File: config.mk
export PLATFORM = sky130hd
export DESIGN_NAME = rr_arb_mux
export DESIGN_NICKNAME = d
export VERILOG_FILES = /design/src/rtl/rr_arb_mux.sv
export SDC_FILE = /design/constraint.sdc
export NUM_CORES = 1
export LEC_CHECK = 0
export CAP_MARGIN = 10
export CELL_PAD_IN_SITES_DETAIL_PLACEMENT = 1
export CELL_PAD_IN_SITES_GLOBAL_PLACEMENT = 2
export CORE_MARGIN = 2
export CORE_UTILIZATION = 20
export CTS_CLUSTER_SIZE = 10
export DETAILED_ROUTE_END_ITERATION = 16
export PLACE_DENSITY_LB_ADDON = 0.1
export SLEW_MARGIN = 15
export SYNTH_ARGS = -nofsm -noshare
export SYNTH_HDL_FRONTEND = slang
export SYNTH_SLANG_ARGS = --single-unit
export TNS_END_PERCENT = 30
File: constraint.sdc
create_clock -name clk -period 4.22 [get_ports clk]
set_clock_uncertainty 0.15 [all_clocks]
set_input_delay 0.633 -clock clk [delete_from_list [all_inputs] [get_ports clk]]
set_output_delay 0.633 -clock clk [all_outputs]
set_load 0.005 [all_outputs]
File: src/rtl/rr_arb_mux.sv
// Registered N-to-1 arbiter/mux with a one-word valid/ready output stage.
// Build option: define RR_ARB_MUX_FIXED_PRIO_EN for fixed lowest-index priority instead of round-robin.
module rr_arb_mux #(
    parameter int WIDTH = 64,
    parameter int N     = 4
) (
    input  logic                      clk,
    input  logic                      reset_n,
    input  logic [N-1:0]              in_valid,
    input  logic [N-1:0][WIDTH-1:0]   in_data,
    output logic [N-1:0]              in_ready,
    output logic                      out_valid,
    output logic [WIDTH-1:0]          out_data,
    output logic [$clog2(N)-1:0]      out_sel,
    input  logic                      out_ready
);

    localparam int SELW = $clog2(N);
    localparam logic [SELW-1:0] LAST = SELW'(N - 1);

    typedef enum logic {
        EMPTY = 1'b0,
        FULL  = 1'b1
    } state_t;

    state_t            state;
    state_t            state_next;
    logic [WIDTH-1:0]  data_q;
    logic [WIDTH-1:0]  data_next;
    logic [SELW-1:0]   sel_q;
    logic [SELW-1:0]   sel_next;
    logic              load;
    logic              any_valid;
    logic              take;
    logic [SELW-1:0]   grant;
    logic [N-1:0]      grant_onehot;

    function automatic logic [SELW-1:0] lowest_set(input logic [N-1:0] v);
        logic [SELW-1:0] idx;
        idx = '0;
        for (int i = N - 1; i >= 0; i--) begin
            if (v[i]) idx = SELW'(i);
        end
        return idx;
    endfunction

    assign load      = (state == EMPTY) || out_ready;
    assign any_valid = |in_valid;
    assign take      = load && any_valid;

`ifdef RR_ARB_MUX_FIXED_PRIO_EN

    always_comb begin
        grant = lowest_set(in_valid);
    end

`else

    logic [SELW-1:0] ptr;
    logic [SELW-1:0] ptr_next;
    logic [N-1:0]    upper_mask;
    logic [N-1:0]    upper_req;

    // Requests at or above ptr win first; otherwise wrap to the lowest requester.
    always_comb begin
        upper_mask = '0;
        for (int i = 0; i < N; i++) begin
            upper_mask[i] = (SELW'(i) >= ptr);
        end
        upper_req = in_valid & upper_mask;
        if (|upper_req) begin
            grant = lowest_set(upper_req);
        end else begin
            grant = lowest_set(in_valid);
        end
    end

    // Wrap explicitly at N-1 so non-power-of-two N never points past the last channel.
    always_comb begin
        ptr_next = ptr;
        if (take) begin
            if (grant == LAST) begin
                ptr_next = '0;
            end else begin
                ptr_next = grant + SELW'(1);
            end
        end
    end

    always_ff @(posedge clk or negedge reset_n) begin
        if (!reset_n) begin
            ptr <= '0;
        end else begin
            ptr <= ptr_next;
        end
    end

`endif

    always_comb begin
        grant_onehot = '0;
        for (int i = 0; i < N; i++) begin
            grant_onehot[i] = (grant == SELW'(i));
        end
    end

    // Gated by reset_n so no channel sees an acceptance while the block is held in reset.
    assign in_ready = (take && reset_n) ? grant_onehot : '0;

    always_comb begin
        state_next = state;
        data_next  = data_q;
        sel_next   = sel_q;
        if (load) begin
            if (any_valid) begin
                state_next = FULL;
                data_next  = in_data[grant];
                sel_next   = grant;
            end else begin
                state_next = EMPTY;
            end
        end
    end

    always_ff @(posedge clk or negedge reset_n) begin
        if (!reset_n) begin
            state  <= EMPTY;
            data_q <= '0;
            sel_q  <= '0;
        end else begin
            state  <= state_next;
            data_q <= data_next;
            sel_q  <= sel_next;
        end
    end

    assign out_valid = (state == FULL);
    assign out_data  = data_q;
    assign out_sel   = sel_q;

endmodule

### Word level (Yosys, flattened, before mapping)

Index checks and enable logic that the tools add are counted.

* logic and storage cells: 36
* output and inout port bits: 71
* register bits: 69
* input bits: 263

* bitwise operators: 2
* equality and inequality tests: 3
* add/subtract/negate cells: 1
* reductions and logical operators: 7
* multiplexer cells: 14
* order comparisons: 5

Operator list (number)
* binary-select mux 64 bit (select 2 bit): 1
* two-way mux 64 bit: 1
* two-way mux 2 bit: 10
* OR reduction 4 bit: 2
* AND 4 bit: 1
* == test 2 bit, second input constant: 2
* >= comparator 1 x 2 -> 1 bit, first input constant: 2
* >= comparator 2 bit, first input constant: 2
* two-way mux 4 bit: 1
* < comparator 2 x 3 -> 1 bit, second input constant: 1
* adder 2 x 1 -> 2 bit, second input constant: 1
* == test 2 x 1 -> 1 bit, second input constant: 1
* logical AND 1 bit: 2
* zero test 2 bit: 1
* AND reduction 2 bit: 1
* logical OR 1 bit: 1
* two-way mux 1 bit: 1
* inverter 1 bit: 1

### Depth between registers and ports, before layout

* depth after elaboration: 9
* mapped depth: 8
* mapped depth without buffers: 7

### Worst setup path after synthesis

Ideal clock, no wire load.

* kind: input-to-output
* start point: input port in_valid[1]
* end point: output port in_ready[3]
* arrival time: 1903 ps
* stages: 7
* path buffers: 2
* setup slack: 1534 ps
* required time: 3437 ps
* cells stage by stage: mux2_2 o221ai_4 buf_6 buf_4 inv_2 ha_1 and3_1

* word-level cells in the longest chain between the ends: 6
* elaborated cells between the ends (all ways): 12
* classes of those cells: eq/ne (1); mux (6); bitwise (1); reduce/logical (4)

Ends and longest elaborated chain
* from (decl): line 9 `input logic [N-1:0] in_valid,`
* AND 4 bit: line 70 `upper_req = in_valid & upper_mask;`
* two-way mux 2 bit (2 in a row): line 42 `if (v[i]) idx = SELW'(i);`
* two-way mux 2 bit: line 71 `if (|upper_req) begin`
* == test 2 bit: line 103 `grant_onehot[i] = (grant == SELW'(i));`
* two-way mux 4 bit (*): line 108 `assign in_ready = (take && reset_n) ? grant_onehot : '0;`
* to (decl): line 11 `output logic [N-1:0] in_ready,`

Every way passes the cells marked *; elsewhere a longest branch is shown, timed or not.

### Final worst setup path

Ends and elaborated chain as after synthesis.

==> run metrics <==
status=complete, no violations; worst hold path type=flip-flop to flip-flop; IR drop worst, VDD=0.321 mV; yosys warns=0; Port Buffer Count=333; setup bufs post-CTS=0; largest net degree at the start of global routing=82; drc violations=0; CTS buffer count=9; period utilization=0.892; initial DRC count=89; CTS H-tree depth=3; TritonCTS clock tree=built; Layout Nets=980; RSZ-0062 raised after global routing=no; Initial Util=0.204; clock period minus worst slack=3760 ps; cell area after layout=8120 sq um; Lkg Pwr=0.00344 uW; clock slew seen by the registers of the worst setup and hold paths=60 ps; drt total wl=19,600 microns; # diodes=0; vias in the first global route=5,020; Fin. Hold Viols=0; initial antenna violation count=0; hold buffer count at CTS=0; Antenna Violating Nets Remaining=0; CTS Root Cell=clkbuf_16; Clk Latency, worst-skew pair=330 ps; net count after synthesis=662; worst-path maximum fanout=4; number of max-cap violations=0; Avg Inst Size Synth=10.8 sq um; # rows=53; hold path startpoint=out_sel[0]; Tightest Pin Transition=959 ps; sequential share of the synthesized area=0.401; # setup viols final=0; clk buf depth=2; Fin Setup TNS=0 ps; Resized cells post-CTS=0; Yosys cell types=33; IO Pins=334; vias=4,550; die area=22,700 sq um; number of enable flip-flop cells after synthesis=0; via/cell ratio=4.57; Worst Setup End Kind=primary output; dpl hpwl=15,100 microns; Req. time, crit path=3440 ps; die width=151 microns; Main synth FF type=dfrtp_1; max_slew headroom=0.361; Placed Area=7860 sq um; CORE AREA=21,100 sq um; Num Clock Sinks=69; Area Overhead vs Synth=88.6%; first-pass GRT wire length=28,700 microns; Worst EP arrival=2980 ps; footprint of the multi-input gates=2360 sq um; Max Slew Vio Count=0; Tot GR Track Use=0.167; Crit Path Class=input port to primary output; share of layout cells above drive strength 1=0.0833; crit path launch=in_valid[1]; Worst R2R Start=ptr[1]; pwr/cell area=467 nW/um^2; Synth async-reset ratio=1.00; Chip Height=151 microns; fmax=266 MHz; Post-Synthesis Cells=398; critical path launch point type=input port; FILL cells=2,338; mean routed wirelength per cell=19.7 microns; register area=1730 sq um; flops & latches, synth=69; DRT Pass-1 Iters=4; gr ovfl total=0; Syn Std Cell Area=4310 sq um; Placer Congestion=0.755; fin util=0.385
[power by group]
part	total [uW]	internal (uW)	switching [uW]
Clock	697	406	291
Combinational	2000	1180	818
Sequential	1100	931	165
[layer usage]
metal,up-vias,wire length (microns),global-route usage
li1,2155,-,-
met1,2188,7620,0.190
met2,192,9820,0.296
met3,15,1920,0.0591
met4,0,229,0.0458
met5,-,0,0
[placed cells by master, fill, tap and decap left out, types with 2 or more instances in the layout]
cell / count
a2bb2oi_1: 37
inv_1: 4
nand2_1: 10
nor2_1: 3
mux2_2: 28
clkbuf_16: 9
buf_4: 8
a21oi_1: 28
o22ai_1: 27
clkdlybuf4s50_1: 332
nand3_1: 2
clkinv_2: 4
mux2i_1: 101
o21ai_0: 7
dfrtp_1: 69
o21ai_1: 31
[area by class of cell]
cell class,count,share of cell area
timing repair buffer,341,0.419
multi-input combinational,290,0.291
sequential,69,0.213
tap,275,0.0424
clock buffer,10,0.0294
clock inverter,5,0.00339
inverter,5,0.00231
[final timing paths]
kind	slack [ps]	endpoint	depth (start not counted)
max	460	in_ready[3]	8
min	330	out_sel[0]	2
max reg2reg	1540	out_data[6]	6
min reg2reg	330	out_sel[0]	2
max in group asynchronous	2850	out_data[0]	2
min in group asynchronous	450	out_valid	2
[Yosys cell counts, types with 3 or more instances]
| master | instances | area, sq um |
|---|---|---|
| buf_4 | 10 | 75.1 |
| mux2_2 | 28 | 315 |
| a2bb2oi_1 | 37 | 324 |
| inv_1 | 4 | 15.0 |
| dfrtp_1 | 69 | 1730 |
| nor2_1 | 3 | 11.3 |
| buf_1 | 4 | 15.0 |
| clkbuf_1 | 9 | 33.8 |
| a21oi_1 | 29 | 145 |
| nand2_1 | 10 | 37.5 |
| mux2i_1 | 101 | 1010 |
| o21ai_1 | 31 | 155 |
| buf_2 | 6 | 30.0 |
| buf_6 | 5 | 56.3 |
| o21ai_0 | 7 | 35.0 |
| o22ai_1 | 27 | 169 |
[kinds of logic after synthesis]
| group | after synthesis | share of synthesized area |
|---|---|---|
| AO/OA/AOI/OAI | 137 | 0.208 |
| adder cells (fa/ha/maj) | 1 | 0.00290 |
| buffers and inverters | 39 | 0.0532 |
| flip-flops | 69 | 0.401 |
| multiplexers | 129 | 0.308 |
| AND/OR/NAND/NOR | 23 | 0.0273 |
[worst max-delay path: stages]
cell	delay, ps
clkdlybuf4s50_1	550
inv_1	90
a311oi_1	550
or2_2	250
inv_1	70
ha_1	190
and3_1	190
clkdlybuf4s50_1	460
[state kept, by name, summed over array words and instances (netlist names)]
name and cells:
out_data 64, out_sel 2, ptr 2, out_valid 1
[through the flow]
step / hold slack, ps / setup WS [ps] / instances / power [uW]
6_report: 335 / 456 / 995 / 3790
5_1_grt: 375 / 325 / 995 / 4060
4_1_cts: 338 / 471 / 995 / 3870
3_5_place_dp: 325 / 484 / 980 / 3140
3_3_place_gp: 317 / 559 / 980 / 3110
2_1_floorplan: 187 / 1530 / 398 / 2080
Power figures use the tool's default switching activity.
